[config.mk]
export PLATFORM = sky130hd
export DESIGN_NAME = glb_block_arbiter
export DESIGN_NICKNAME = d
export VERILOG_FILES = /design/src/rtl/glb_block_arbiter_pkg.sv /design/src/rtl/glb_skid_buffer.sv /design/src/rtl/glb_block_arbiter.sv
export SDC_FILE = /design/constraint.sdc
export NUM_CORES = 1
export LEC_CHECK = 0
export ABC_AREA = 1
export CELL_PAD_IN_SITES_DETAIL_PLACEMENT = 0
export CELL_PAD_IN_SITES_GLOBAL_PLACEMENT = 1
export CORE_MARGIN = 2
export CORE_UTILIZATION = 41
export CTS_BUF_LIST = sky130_fd_sc_hd__clkbuf_4
export DETAILED_ROUTE_END_ITERATION = 12
export PLACE_DENSITY_LB_ADDON = 0.2
export SETUP_SLACK_MARGIN = 0.1
export SYNTH_ARGS = -nofsm -noshare
export SYNTH_HDL_FRONTEND = slang
export SYNTH_SLANG_ARGS = --single-unit
[constraint.sdc]
create_clock -name clk -period 2.5 [get_ports clk]
set_input_delay 0.375 -clock clk [delete_from_list [all_inputs] [get_ports clk]]
set_output_delay 0.375 -clock clk [all_outputs]
set_load 0.01 [all_outputs]
[src/rtl/glb_block_arbiter_pkg.sv]
// Shared types and constants for the GLB block arbiter.
// The header length field and the per-port block counter widths live here.
package glb_arb_pkg;

  typedef enum logic [1:0] {
    IDLE,
    HEADER,
    PAYLOAD,
    DONE
  } state_t;

  localparam int LEN_WIDTH = 16;
  localparam int LEN_LSB   = 0;
  localparam int CNT_WIDTH = 4;

endpackage

[src/rtl/glb_skid_buffer.sv]
// Two-entry registered valid/ready stage between the arbiter mux and the GLB port.
// Input ready depends only on fill level, so no combinational path runs from out_ready.
module glb_skid_buffer #(
  parameter int WIDTH = 8
) (
  input  logic             clk,
  input  logic             rst,
  input  logic             flush,
  input  logic [WIDTH-1:0] in_data,
  input  logic             in_valid,
  output logic             in_ready,
  output logic [WIDTH-1:0] out_data,
  output logic             out_valid,
  input  logic             out_ready
);

  logic [1:0]       fill_reg;
  logic [WIDTH-1:0] head_reg;
  logic [WIDTH-1:0] tail_reg;
  logic             push;
  logic             pop;

  assign in_ready  = (fill_reg != 2'd2);
  assign out_valid = (fill_reg != 2'd0);
  assign out_data  = head_reg;
  assign push      = in_valid && in_ready;
  assign pop       = out_valid && out_ready;

  always_ff @(posedge clk or posedge rst) begin
    if (rst) begin
      fill_reg <= 2'd0;
      head_reg <= '0;
      tail_reg <= '0;
    end else if (flush) begin
      fill_reg <= 2'd0;
      head_reg <= '0;
      tail_reg <= '0;
    end else begin
      case ({push, pop})
        2'b10: begin
          if (fill_reg == 2'd0) head_reg <= in_data;
          else                  tail_reg <= in_data;
          fill_reg <= fill_reg + 2'd1;
        end
        2'b01: begin
          head_reg <= tail_reg;
          fill_reg <= fill_reg - 2'd1;
        end
        2'b11: begin
          // Push while full is impossible, so only the one- and two-entry cases matter.
          if (fill_reg == 2'd1) begin
            head_reg <= in_data;
          end else begin
            head_reg <= tail_reg;
            tail_reg <= in_data;
          end
        end
        default: ;
      endcase
    end
  end

endmodule

[src/rtl/glb_block_arbiter.sv]
// Round-robin arbiter that forwards whole length-prefixed blocks from NUM_PORTS
// streams onto one GLB write stream, raising done once every port has sent its quota.
module glb_block_arbiter
  import glb_arb_pkg::*;
#(
  parameter int NUM_PORTS       = 2,
  parameter int DATA_WIDTH      = 17,
  parameter int BLOCKS_PER_PORT = 1
) (
  input  logic                                 clk,
  input  logic                                 rst,
  input  logic                                 flush,
  input  logic [NUM_PORTS-1:0][DATA_WIDTH-1:0] in_data,
  input  logic [NUM_PORTS-1:0]                 in_valid,
  output logic [NUM_PORTS-1:0]                 in_ready,
  output logic [DATA_WIDTH-1:0]                out_data,
  output logic                                 out_valid,
  input  logic                                 out_ready,
  output logic [$clog2(NUM_PORTS)-1:0]         out_port,
  output logic                                 out_last,
  output logic                                 block_done,
  output logic                                 done
);

  localparam int PW = $clog2(NUM_PORTS);
  localparam int SW = DATA_WIDTH + PW + 1;
  localparam logic [CNT_WIDTH-1:0] CNT_FULL = CNT_WIDTH'(BLOCKS_PER_PORT);

  state_t                             state_reg, state_next;
  logic [PW-1:0]                      grant_reg, rr_ptr_reg, pick;
  logic                               pick_valid;
  logic [LEN_WIDTH-1:0]               remaining_reg;
  logic [NUM_PORTS-1:0][CNT_WIDTH-1:0] count_reg;
  logic                               block_done_reg;
  logic [NUM_PORTS-1:0]               eligible, port_full;
  logic                               all_done, busy, skid_ready, sel_valid, xfer, last_word;
  logic [DATA_WIDTH-1:0]              sel_data;
  logic [LEN_WIDTH-1:0]               hdr_len;
  logic [SW-1:0]                      skid_out;
  int                                 idx;

  genvar gi;
  generate
    for (gi = 0; gi < NUM_PORTS; gi++) begin : g_port
      assign eligible[gi]  = in_valid[gi] && (count_reg[gi] < CNT_FULL);
      assign port_full[gi] = (count_reg[gi] == CNT_FULL);
      assign in_ready[gi]  = busy && skid_ready && (grant_reg == PW'(gi));
    end
  endgenerate

  assign all_done   = &port_full;
  assign busy       = (state_reg == HEADER) || (state_reg == PAYLOAD);
  assign sel_data   = in_data[grant_reg];
  assign sel_valid  = in_valid[grant_reg];
  assign hdr_len    = sel_data[LEN_LSB +: LEN_WIDTH];
  assign xfer       = busy && sel_valid && skid_ready;
  assign last_word  = (state_reg == HEADER) ? (hdr_len == '0) : (remaining_reg == LEN_WIDTH'(1));
  assign block_done = block_done_reg;
  assign done       = (state_reg == DONE);

  // Scan from farthest to nearest so the first eligible port at/after rr_ptr wins.
  always_comb begin
    pick       = '0;
    pick_valid = 1'b0;
    idx        = 0;
    for (int k = NUM_PORTS - 1; k >= 0; k--) begin
      idx = int'(rr_ptr_reg) + k;
      if (idx >= NUM_PORTS) idx = idx - NUM_PORTS;
      if (eligible[PW'(idx)]) begin
        pick       = PW'(idx);
        pick_valid = 1'b1;
      end
    end
  end

  always_comb begin
    state_next = state_reg;
    case (state_reg)
      IDLE: begin
        if (all_done)        state_next = DONE;
        else if (pick_valid) state_next = HEADER;
      end
      HEADER:  if (xfer) state_next = last_word ? IDLE : PAYLOAD;
      PAYLOAD: if (xfer && last_word) state_next = IDLE;
      DONE:    state_next = DONE;
      default: state_next = IDLE;
    endcase
  end

  always_ff @(posedge clk or posedge rst) begin
    if (rst) begin
      state_reg      <= IDLE;
      grant_reg      <= '0;
      rr_ptr_reg     <= '0;
      remaining_reg  <= '0;
      count_reg      <= '0;
      block_done_reg <= 1'b0;
    end else if (flush) begin
      state_reg      <= IDLE;
      grant_reg      <= '0;
      rr_ptr_reg     <= '0;
      remaining_reg  <= '0;
      count_reg      <= '0;
      block_done_reg <= 1'b0;
    end else begin
      state_reg      <= state_next;
      block_done_reg <= xfer && last_word;
      if (state_reg == IDLE && pick_valid) grant_reg <= pick;
      if (xfer) remaining_reg <= (state_reg == HEADER) ? hdr_len : remaining_reg - LEN_WIDTH'(1);
      if (xfer && last_word) begin
        rr_ptr_reg <= (grant_reg == PW'(NUM_PORTS - 1)) ? '0 : grant_reg + PW'(1);
        if (count_reg[grant_reg] != CNT_FULL)
          count_reg[grant_reg] <= count_reg[grant_reg] + CNT_WIDTH'(1);
      end
    end
  end

  glb_skid_buffer #(
    .WIDTH(SW)
  ) u_skid (
    .clk      (clk),
    .rst      (rst),
    .flush    (flush),
    .in_data  ({last_word, grant_reg, sel_data}),
    .in_valid (busy && sel_valid),
    .in_ready (skid_ready),
    .out_data (skid_out),
    .out_valid(out_valid),
    .out_ready(out_ready)
  );

  assign {out_last, out_port, out_data} = skid_out;

endmodule

==> metrics.md, run 1 <==
| Metric | Value |
|---|---|
| Unrepaired setup endpoints after global routing | no |
| Chip width | 104 um |
| Total gr overflow | 0 |
| Flip-flop and latch area | 0.00173 mm^2 |
| Max Cap Viol | 0 |
| Final Util | 51.7% |
| CTS buffer count | 9 |
| Crit Path Class | reg -> out |
| Iteration-0 DRC count of the detailed router | between 150 and 200 |
| Register area share after synthesis | 41.9% |
| Final count of negative-setup-slack endpoints | 0 |
| Global-route usage over all layers | 20.2% |
| Max IR drop VDD | ~0.37 mV |
| Tcrit/Tclk final | a little under nine tenths |
| Initial Util | 42.2% |
| Ports | 64 |
| CP arrival | approximately 1.8 ns |
| Vertical die dimension | 104 um |
| CTS tree | done |
| Post-Syn Area | just over 0.004 mm^2 |
| Clock buffer depth | 2 |
| Final WL | 10600 um |
| Post-route cell area | 0.00506 mm^2 |
| # fillers | roughly 1000 |
| First-pass GRT wire length | 17500 um |
| Core ar. | roughly 0.01 mm^2 |
| Type of origin of the critical path | flip-flop |
| Die Area | 0.0109 mm^2 |
| Avg Cell Area, Syn | 7.58 um^2 |
| Required time worst endpoint | 2.12 ns |
| Syn_nets | 595 |
| Via count | 3759 |
| Status | completed |
| Sink Count | 69 |
| Placed inst area | roughly 0.0049 mm^2 |
| Worst-skew pair later-pin latency | approximately 0.44 ns |
| Power per cell area | ~1100 mW/mm^2 |
| Yosys cell types | 34 |
| DRT antenna net count | 0 |
| Layout area overhead | 22.7% |
| Largest net degree at the start of global routing | 70 |
| IO Port Bufs | 63 |
| First-pass detailed-route iteration total | 6 |
| Clock-pin transition on the worst setup and hold timing paths | 0.12 ns |
| Leak pwr | 0.00247 uW |
| Clk root buf | clkbuf_4 |
| Hold Path Class | in -> async |
| Area share of the largest cell type after synthesis | between 40% and 50% |
| NumNets Final | 660 |
| Fraction of layout cells with a size suffix above 1 | 9.12% |
| Max-slew violation count | 0 |
| Hold Buf Count CTS | 0 |
| DP HPWL | 7890 um |
| Fin. Hold Viols | 0 |
| RD Place Congestion | 0.836 |
| Multi-input logic area | 0.00196 mm^2 |
| Setup Skew | 0.0145 ns |
| Kind of end point of the critical path | output pin |
| Vias/cell | ~5.0 |
| Post-Route Setup TNS | 0 ns |
| Yosys top cell by area | dfrtp_1 |
| Worst-Margin Slew | 0.483 ns |
| # rows | 36 |
| Worst slew margin | 67.4% |
| Seq cells post-synth | 69 |
| Hold WS | 0.312 ns |
| Vias in the first global route | 3549 |
| Crit-path max FO | 4 |
| Achievable Freq | 0.466 GHz |
| Syn. warnings | 0 |
| Post-DR wirelength/cell | 14.2 um |
| H-tree depth | 3 |
| Antenna violations before repair | 0 |
| Placed cells | 730 |
| Fin crit period | 2.15 ns |
| Post-Layout Cell Count | 747 |
| Largest cells by area after synthesis | dfrtp_1 (42%), nand2_1 (12%), o21ai_0 (7.6%) |
| Mapped Cells | around 540 |
| DRC violations left | 0 |
| Antenna Cells | 0 |
[critical path, cell delays in order (launching register included)]
cell	delay (ns)
dfrtp_1	0.40
inv_1	0.07
ha_1	0.36
inv_1	0.08
nor3_1	0.13
dlygate4sd2_1	0.29
[cells in the mapped netlist]
library cell	instances
buf_2	7
mux2i_1	1
dfrtp_1	69
nand2_4	3
ha_1	11
a21oi_1	19
xor2_1	1
inv_1	74
buf_1	1
clkinv_1	1
buf_6	6
buf_4	2
nor2_8	1
xnor2_1	2
nand4_2	1
nor2_1	44
nand2_2	3
o21ai_0	63
mux2_2	1
a21oi_2	1
nor3_1	6
and3_1	1
o211ai_1	4
clkbuf_1	7
nand3_1	33
or2_1	2
o221ai_1	3
inv_4	1
nand2_1	132
o22ai_2	10
o22ai_1	15
nand3_2	3
o21ai_1	7
nand4_1	9
[cell families (layout without fill, tap and decap cells)]
| group | Yosys count | after routing | synth area share, % |
|---|---|---|---|
| multiplexers | 2 | 2 | 0.516 |
| AO/OA/AOI/OAI | 122 | 122 | 17.7 |
| buffers and inverters | 99 | 169 | 10.6 |
| adder cells (fa/ha/maj) | 11 | 11 | 3.34 |
| AND/OR/NAND/NOR | 238 | 238 | 25.4 |
| flip-flops | 69 | 69 | 41.9 |
| XOR/XNOR | 3 | 3 | 0.637 |
[final cells by class]
type,instances,area share (%)
Timing Repair Buffer,77,15.0
Sequential cell,69,34.1
Clock buffer,11,1.63
Multi-Input combinational cell,376,38.8
Tap cell,133,3.29
Clock inverter,5,1.48
Inverter,76,5.69
[path summary, 6_finish.rpt]
kind / startpoint / end / slack, ns / depth (start not counted)
worst min-delay path: rst / remaining_reg[10]$_DFFE_PP0P_ / 0.31 / 3
max in group asynchronous: rst / remaining_reg[8]$_DFFE_PP0P_ / 1.85 / 3
worst max register to register: state_reg[1]$_DFFE_PP0P_ / u_skid.out_data[9]$_DFFE_PP0P_ / 0.39 / 10
min in group clk: count_reg[6]$_DFFE_PP0P_ / count_reg[6]$_DFFE_PP0P_ / 0.49 / 2
worst max-delay path: state_reg[1]$_DFFE_PP0P_ / in_ready[0] / 0.35 / 5
worst min register to register: count_reg[6]$_DFFE_PP0P_ / count_reg[6]$_DFFE_PP0P_ / 0.49 / 2
[through the flow]
stage / power, uW / setup slack [ns]
6_report: 5520 / 0.353
5_1_grt: 6040 / 0.176
2_1_floorplan: 3800 / 0.385
3_3_place_gp: 4670 / 0.0801
3_5_place_dp: 4720 / 0.0407
4_1_cts: 5560 / 0.220
[report_power, final]
group	internal (uW)	switching (uW)	total [uW]
registers	1460	239	1700
logic	1190	1810	2990
clock network	423	408	831
[repair_timing]
action                                  CTS  global route
pin swaps                                 0             0
resized for setup                         2             1
endpoints found under the setup margin    2            18
setup buffers                             1             0
endpoints found under the hold margin     0             0
[placed cells by master (no fill, tap or decap), drive strengths merged]
master and n:
a21oi 20, and3 1, buf 14, bufinv 2
clkbuf 11, clkdlybuf4s50 61, clkinv 4, dfrtp 69
dlygate4sd2 2, ha 11, inv 75, mux2 1
mux2i 1, nand2 138, nand3 36, nand4 10
nor2 45, nor3 6, o211ai 4, o21ai 70
o221ai 3, o22ai 25, or2 2, xnor2 2
xor2 1
[layer usage]
layer	track usage, %	vias up	share of wire, %
met5	0	-	0
met4	8.20	0	1.9
met3	3.38	18	4.4
met2	32.1	96	47
met1	27.4	1741	47
li1	-	1904	-
No activity file was read; power rests on OpenSTA's default activity.
==> inputs of run 2 (changes only) <==
--- a/config.mk
+++ b/config.mk
@@ -5,11 +5,11 @@
 export SDC_FILE = /design/constraint.sdc
 export NUM_CORES = 1
 export LEC_CHECK = 0
-export ABC_AREA = 1
+export ABC_AREA = 0
 export CELL_PAD_IN_SITES_DETAIL_PLACEMENT = 0
 export CELL_PAD_IN_SITES_GLOBAL_PLACEMENT = 1
 export CORE_MARGIN = 2
-export CORE_UTILIZATION = 41
+export CORE_UTILIZATION = 42
 export CTS_BUF_LIST = sky130_fd_sc_hd__clkbuf_4
 export DETAILED_ROUTE_END_ITERATION = 12
 export PLACE_DENSITY_LB_ADDON = 0.2
==> run 2 against run 1 <==
  * Clock skew up 0.0073 ns
  * Largest cell class unchanged
  * Maximum frequency down 7.6%
  * Sequential power down 6%
  * Die area down 1.0%
  * Combinational power down 6%
  * Flip-flop and latch count unchanged
  * Worst hold slack better by 0.0090 ns
  * Setup slack worse by 0.18 ns
  * Total power down 4.9%
  * Critical path depth up 2
  * Synthesized area up 1.3%
==> metrics.md, run 2 <==
| Metric | Value |
|---|---|
| Metal3 WL | 348 um (-26%) |
| Clock-pin transition on the worst setup and hold timing paths | 0.13 ns (about the same) |
| Final count of negative-setup-slack endpoints | 0 (unchanged) |
| Status | completed |
| Kind of end point of the critical path | flip-flop |
| Sink Count | 69 (unchanged) |
| Fraction of layout cells with a size suffix above 1 | 14.3% (+5.2 points) |
| RD Place Congestion | 0.883 (+5.7%) |
| Final Util | 55.2% (+3.4 points) |
| Seq cells post-synth | 69 (unchanged) |
| Hold Path Class | in -> reg |
| CP arrival | 2.62 ns (+0.85 ns) |
| Max-slew violation count | 0 (unchanged) |
| Largest cells by area after synthesis | dfrtp_1 (41%), nor2_1 (6.4%), mux2i_1 (6.0%) |
| Antenna violations before repair | 0 (unchanged) |
| Metal-1 WL | 5310 um (+6.6%) |
| Vias/cell | 5.37 (+6.7%) |
| Crit Path Class | in -> reg |
| Post-DR wirelength/cell | 16.4 um (+15%) |
| H-tree depth | 3 (unchanged) |
| Setup Skew | 0.0218 ns (+0.00731 ns) |
| Clk root buf | clkbuf_4 |
| Achievable Freq | 0.430 GHz (-7.6%) |
| Crit-path max FO | 5 (+1) |
| Layout area overhead | 28.5% |
| First-pass detailed-route iteration total | 4 (-2) |
| Top layer in use | met4 |
| First-pass GRT wire length | 19000 um (+8.4%) |
| Worst-skew pair later-pin latency | 0.41 ns (-0.03 ns) |
| DRC violations left | 0 (unchanged) |
| Core ar. | 0.00973 mm^2 (-0.46%) |
| Wire length on met2 | 5510 um (+11%) |
| Worst slew margin | 61.3% (-6.2 points) |
| Hold Buf Count CTS | 0 (unchanged) |
| Worst-Margin Slew | 0.580 ns (+0.0969 ns) |
| Leak pwr | 0.00222 uW (-10%) |
| Required time worst endpoint | 2.80 ns (+0.68 ns) |
| Iteration-0 DRC count of the detailed router | 188 (+2.2%) |
| Clock buffer depth | 2 (unchanged) |
| Syn_nets | 523 (-12%) |
| Post-synth EDFFs | 0 (unchanged) |
| Post-Route Setup TNS | 0 ns (unchanged) |
| Mapped Cells | 472 (-13%) |
| Area share of the largest cell type after synthesis | 41.3% (-0.55 points) |
| R2R cell count | 7 (-3) |
| Leading cell type in the layout, fill and taps excluded | nor2_1 |
| Most frequent cell after synthesis | nor2_1 |
| Vias in the first global route | 3683 (+3.8%) |
| Max IR drop VDD | 0.472 mV (+26%) |
| Antenna Cells | 0 (unchanged) |
| Largest net degree at the start of global routing | 38 (-46%) |
| Tcrit/Tclk final | 93.0% (+7.1 points) |
| CTS buffer count | 9 (unchanged) |
| Initial Util | 42.9% (+0.76 points) |
| Power per cell area | 978 mW/mm^2 (-10%) |
| Max Cap Viol | 0 (unchanged) |
| Unrepaired setup endpoints after global routing | no |
| # rows | 36 (unchanged) |
| Post-synth ARST share | 100% (unchanged) |
| Final worst setup slack | 0.175 ns (-0.177 ns) |
| Chip width | 104 um (-0.52%) |
| Post-synth top cells | nor2_1 (71), dfrtp_1 (69), a21oi_1 (40) |
| Register area share after synthesis | 41.3% (-0.55 points) |
| Final WL | 11300 um (+6.5%) |
| Fin crit period | 2.32 ns (+0.177 ns) |
| Vertical die dimension | 104 um (-0.52%) |
| DP HPWL | 8350 um (+5.8%) |
| NumNets Final | 604 (-8.5%) |
| Most frequent cells in the layout | nor2_1 (71), dfrtp_1 (69), clkdlybuf4s50_1 (60) |
| Post-Syn Area | 0.00418 mm^2 (+1.3%) |
| Syn. warnings | 0 (unchanged) |
| Yosys cell types | 66 (+94%) |
| Type of origin of the critical path | primary input |
| Avg Cell Area, Syn | 8.85 um^2 (+17%) |
| Hold path cells | 2 |
| Ports | 64 (unchanged) |
| DRT antenna net count | 0 (unchanged) |
| Yosys top cell by area | dfrtp_1 |
| Ys flop type | dfrtp_1 |
| Total gr overflow | 0 (unchanged) |
| Global-route usage over all layers | 21.8% (+1.5 points) |
| IO Port Bufs | 63 (unchanged) |
| Via count | 3710 (-1.3%) |
| Die Area | 0.0108 mm^2 (-1.0%) |
| Fin. Hold Viols | 0 (unchanged) |
| Place WS | -0.257 ns (-0.298 ns) |
| CTS tree | done |
-- run 2: report_power, final --
| part | internal (uW) | switching [uW] | leakage [uW] |
|---|---|---|---|
| combinational | 1260 | 1540 | 0.00120 |
| clock | 411 | 447 | 0.0000829 |
| sequential | 1380 | 204 | 0.000939 |
-- run 2: kinds of logic (layout without fill, tap and decap cells) --
kind of cell | after synthesis | after routing | share of synthesized area [%]
simple gates | 169 | 169 | 19.9
fa+ha+maj | 11 | 11 | 3.29
compound gates | 138 | 138 | 21.4
mux | 34 | 34 | 8.63
flops | 69 | 69 | 41.3
xor+xnor | 2 | 2 | 0.419
buf+inv | 49 | 135 | 5.06
-- run 2: metal layers --
layer | vias up | GRT usage [%]
li1 | 1856 | -
met1 | 1782 | 29.7
met2 | 63 | 36.4
met3 | 9 | 3.78
met4 | 0 | 4.73
met5 | - | 0
-- run 2: final timing paths --
kind	endpoint	start	slack [ns]
setup / recovery	count_reg[6]$_DFFE_PP0P_	in_data[7]	0.18
hold / removal	u_skid.tail_reg[17]$_DFFE_PP0P_	flush	0.32
setup reg to reg	count_reg[6]$_DFFE_PP0P_	state_reg[1]$_DFFE_PP0P_	0.18
max in group asynchronous	u_skid.tail_reg[9]$_DFFE_PP0P_	rst	1.62
min in group asynchronous	u_skid.out_data[17]$_DFFE_PP0P_	rst	0.33
hold reg to reg	u_skid.out_data[4]$_DFFE_PP0P_	u_skid.out_data[4]$_DFFE_PP0P_	0.49
-- run 2: metrics by stage --
stage | std cells | power, uW | hold WS [ns] | area [um^2]
CTS | 691 | 5280 | 0.308 | 5360
detailed placement | 673 | 4380 | 0.474 | 5180
finish | 691 | 5250 | 0.321 | 5370
floorplan | 472 | 3390 | 0.486 | 4180
global placement | 673 | 4340 | 0.467 | 5180
global route | 691 | 5680 | 0.314 | 5370
-- run 2: layout make-up --
| type | count | area, um^2 |
|---|---|---|
| Inverter | 18 | 67.6 |
| Clock buffer | 9 | 67.6 |
| Timing Repair Buffer | 101 | 987 |
| Sequential cell | 69 | 1730 |
| Multi-Input combinational cell | 354 | 2250 |
| Fill cell | 910 | 4360 |
| Clock inverter | 7 | 97.6 |
| Tap cell | 133 | 166 |
-- run 2: timing repair --
action,in CTS,in global routing
gates resized for setup,2,2
pin swaps,0,2
cloned,0,0
endpoints found under the setup margin,4,5
buffers inserted,2,0
-- run 2: worst max-delay path: stages --
cell	delay, ns
clkdlybuf4s50_1	0.42
nor4_1	0.42
buf_4	0.18
nand4_1	0.12
a2111o_1	0.52
a211oi_2	0.24
mux2_1	0.34
==> inputs of run 3 (changes only) <==
--- a/config.mk
+++ b/config.mk
@@ -9,8 +9,9 @@
 export CELL_PAD_IN_SITES_DETAIL_PLACEMENT = 0
 export CELL_PAD_IN_SITES_GLOBAL_PLACEMENT = 1
 export CORE_MARGIN = 2
-export CORE_UTILIZATION = 42
+export CORE_UTILIZATION = 38
 export CTS_BUF_LIST = sky130_fd_sc_hd__clkbuf_4
+export CTS_CLUSTER_DIAMETER = 40
 export DETAILED_ROUTE_END_ITERATION = 12
 export PLACE_DENSITY_LB_ADDON = 0.2
 export SETUP_SLACK_MARGIN = 0.1
==> constraint.sdc (replaced) <==
create_clock -name clk -period 2.05 [get_ports clk]
set_input_delay 0.3075 -clock clk [delete_from_list [all_inputs] [get_ports clk]]
set_output_delay 0.3075 -clock clk [all_outputs]
set_load 0.01 [all_outputs]
==> run 3 against run 2 <==
  * The flow now finishes with violations (setup timing)
  * Cell count up 12%
  * Sequential share of layout area decreased by 6.0 points
  * First-iteration DRC count up 52%
  * Register-to-register slack worse by 0.47 ns
  * Global-route usage grew 0.98 points
  * Critical path type is now reg -> reg
  * Critical endpoint unchanged
  * Largest power group unchanged
==> metrics.md, run 3 (same netlist as run 2, synthesis figures left out) <==
| Metric | Value |
|---|---|
| Status | finished, violations left |
| Failing checks | setup timing |
| Antenna violations before repair | 0 (unchanged) |
| Vertical die dimension | 109 um (+4.9%) |
| Clock-pin transition on the worst setup and hold timing paths | 0.13 ns (about the same) |
| Worst-Margin Slew | 0.563 ns (-0.0172 ns) |
| Crit path max-delay cell type | a2111o_1 |
| Int Pwr | 4650 uW (+52%) |
| Largest net degree at the start of global routing | 70 (+84%) |
| Max Cap Viol | 0 (unchanged) |
| RD Place Congestion | 0.863 (-2.3%) |
| Max IR drop VDD | 0.672 mV (+42%) |
| Comb pwr share | 62.8% (+9.4 points) |
| Most frequent cells in the layout | buf_4 (73), dfrtp_1 (68), nor2_1 (67) |
| Via count | 4220 (+14%) |
| Worst slew margin | 61.4% (+0.13 points) |
| Hold Path Class | in -> async |
| H-tree depth | 3 (unchanged) |
| NumNets Final | 679 (+12%) |
| DRC violations left | 0 (unchanged) |
| Placed inst area | 0.00550 mm^2 (+6.2%) |
| Layout area overhead | 58.3% |
| Fin. Hold Viols | 0 (unchanged) |
| Total gr overflow | 0 (unchanged) |
| Post-Route Setup TNS | -7.48 ns (-7.48 ns) |
| IO Port Bufs | 63 (unchanged) |
| DP HPWL | 8730 um (+4.6%) |
| Net Switching | 3380 uW (+54%) |
| Place WS | -0.530 ns (-0.273 ns) |
| Post-route cell area | 0.00661 mm^2 (+23%) |
| CTS buffer count | 9 (unchanged) |
| Global-route usage over all layers | 22.7% (+0.98 points) |
| Ports | 64 (unchanged) |
| Largest stage delay, worst path | 0.53 ns (about the same) |
| Power per cell area | 1210 mW/mm^2 (+24%) |
| Clock buffer depth | 2 (unchanged) |
| Fin crit period | 2.34 ns |
| Die Area | 0.0118 mm^2 (+10%) |
| Worst-skew pair later-pin latency | 0.44 ns (+0.03 ns) |
| Clk root buf | clkbuf_4 |
| Crit Path Class | reg -> reg |
| CP Buf/Inv Count | 2 (unchanged) |
| Crit-path max FO | 6 (+1) |
| Achievable Freq | ~0.43 GHz |
| Sink Count | 69 (unchanged) |
| Final WL | 14100 um (+25%) |
| Post-DR wirelength/cell | 18.2 um (+12%) |
| CTS tree | done |
| Type of origin of the critical path | flip-flop |
| Top delay family on crit path | compound AO/OA/AOI/OAI gates |
| Core ar. | 0.0108 mm^2 (+11%) |
| Sequential share of power | 23.9% (-6.3 points) |
| CP arrival | 2.68 ns (+0.06 ns) |
| Kind of end point of the critical path | flip-flop |
| Fraction of layout cells with a size suffix above 1 | 36.0% (+22 points) |
| Switch share | 42.1% (+0.31 points) |
| Iteration-0 DRC count of the detailed router | 285 (+52%) |
| Tcrit/Tclk final | 114% |
| Initial Util | 38.7% (-4.2 points) |
| Vias in the first global route | 3959 (+7.5%) |
| Vias/cell | 5.46 (+1.7%) |
| Antenna Cells | 0 (unchanged) |
| CP Cell Sequence | buf_12 -> buf_8 -> nor3_4 -> o211ai_2 -> a2111o_1 -> a211oi_2 -> mux2_1 |
| Final count of negative-setup-slack endpoints | 50 (+50) |
| Required time worst endpoint | 2.38 ns (-0.42 ns) |
| Final worst setup slack | -0.295 ns (-0.470 ns) |
| Hold Buf Count CTS | 0 (unchanged) |
| Max-slew violation count | 0 (unchanged) |
| DRT antenna net count | 0 (unchanged) |
| Leak pwr | 0.00274 uW (+23%) |
| Unrepaired setup endpoints after global routing | yes |
| Setup Skew | 0.0124 ns (-0.00935 ns) |
| Final Util | 61.3% (+6.1 points) |
| Leading cell type in the layout, fill and taps excluded | buf_4 |
| Chip width | 109 um (+4.9%) |
| First-pass detailed-route iteration total | 7 (+3) |
| # rows | 38 (+5.6%) |
| First-pass GRT wire length | 20800 um (+9.5%) |
| Clk pwr share | 13.4% (-2.9 points) |
## run 3: changes by cell type in the layout (fill, tap and decap cells not counted), sizes merged, moves of 2 or more
cell	delta
buf	+71
clkbuf	+7
clkdlybuf4s50	-2
inv	-2
## run 3: per-stage QoR
step / hold slack, ns / power (uW) / instances
global placement: 0.469 / 5700 / 719
finish: 0.311 / 8030 / 773
floorplan: 0.471 / 4190 / 472
global route: 0.327 / 8540 / 773
CTS: 0.329 / 7220 / 749
detailed placement: 0.474 / 5760 / 719
## run 3: path summary, 6_finish.rpt
| path | startpoint | endpoint | slack (ns) | depth (start not counted) |
|---|---|---|---|---|
| max | grant_reg$_DFFE_PP0P_ | count_reg[6]$_DFFE_PP0P_ | -0.29 | 7 |
| min | rst | grant_reg$_DFFE_PP0P_ | 0.31 | 3 |
| max reg2reg | grant_reg$_DFFE_PP0P_ | count_reg[6]$_DFFE_PP0P_ | -0.29 | 7 |
| min reg2reg | u_skid.out_data[4]$_DFFE_PP0P_ | u_skid.out_data[4]$_DFFE_PP0P_ | 0.49 | 2 |
| max in group asynchronous | rst | u_skid.tail_reg[6]$_DFFE_PP0P_ | 1.43 | 3 |
| min in group clk | flush | count_reg[3]$_DFFE_PP0P_ | 0.40 | 3 |
## run 3: power by group through the flow
stage / clock, uW / combinational [uW] / sequential (uW)
after floorplan: 0 / 2220 / 1980
after global placement: 0 / 3790 / 1910
after detailed placement: 0 / 3830 / 1930
after CTS: 1080 / 4240 / 1900
after global routing: 1150 / 5420 / 1960
final: 1070 / 5040 / 1920
## run 3: routing by layer
metal	routed length (um)	global-route usage [%]
met5	0	0
met1	6430	34.0
met4	193	5.77
met3	763	2.51
met2	6710	35.0
## run 3: cell type report
type / count / area, um^2
tap: 140 / 175
clock buffer: 9 / 67.6
multi-input combinational: 354 / 2670
clock inverter: 7 / 97.6
sequential: 69 / 1730
timing repair buffer: 176 / 1800
fill: 916 / 4180
inverter: 18 / 71.3
## run 3: worst min-delay path: stages
cell and delay [ns]:
clkdlybuf4s50_1 0.44, clkinvlp_4 0.10, buf_12 0.33
## run 3: timing repair
item,CTS,global route
setup endpoints to repair,60,70
buffers inserted,12,20
gates cloned,2,6
resized for setup,53,90
pin swaps,21,35
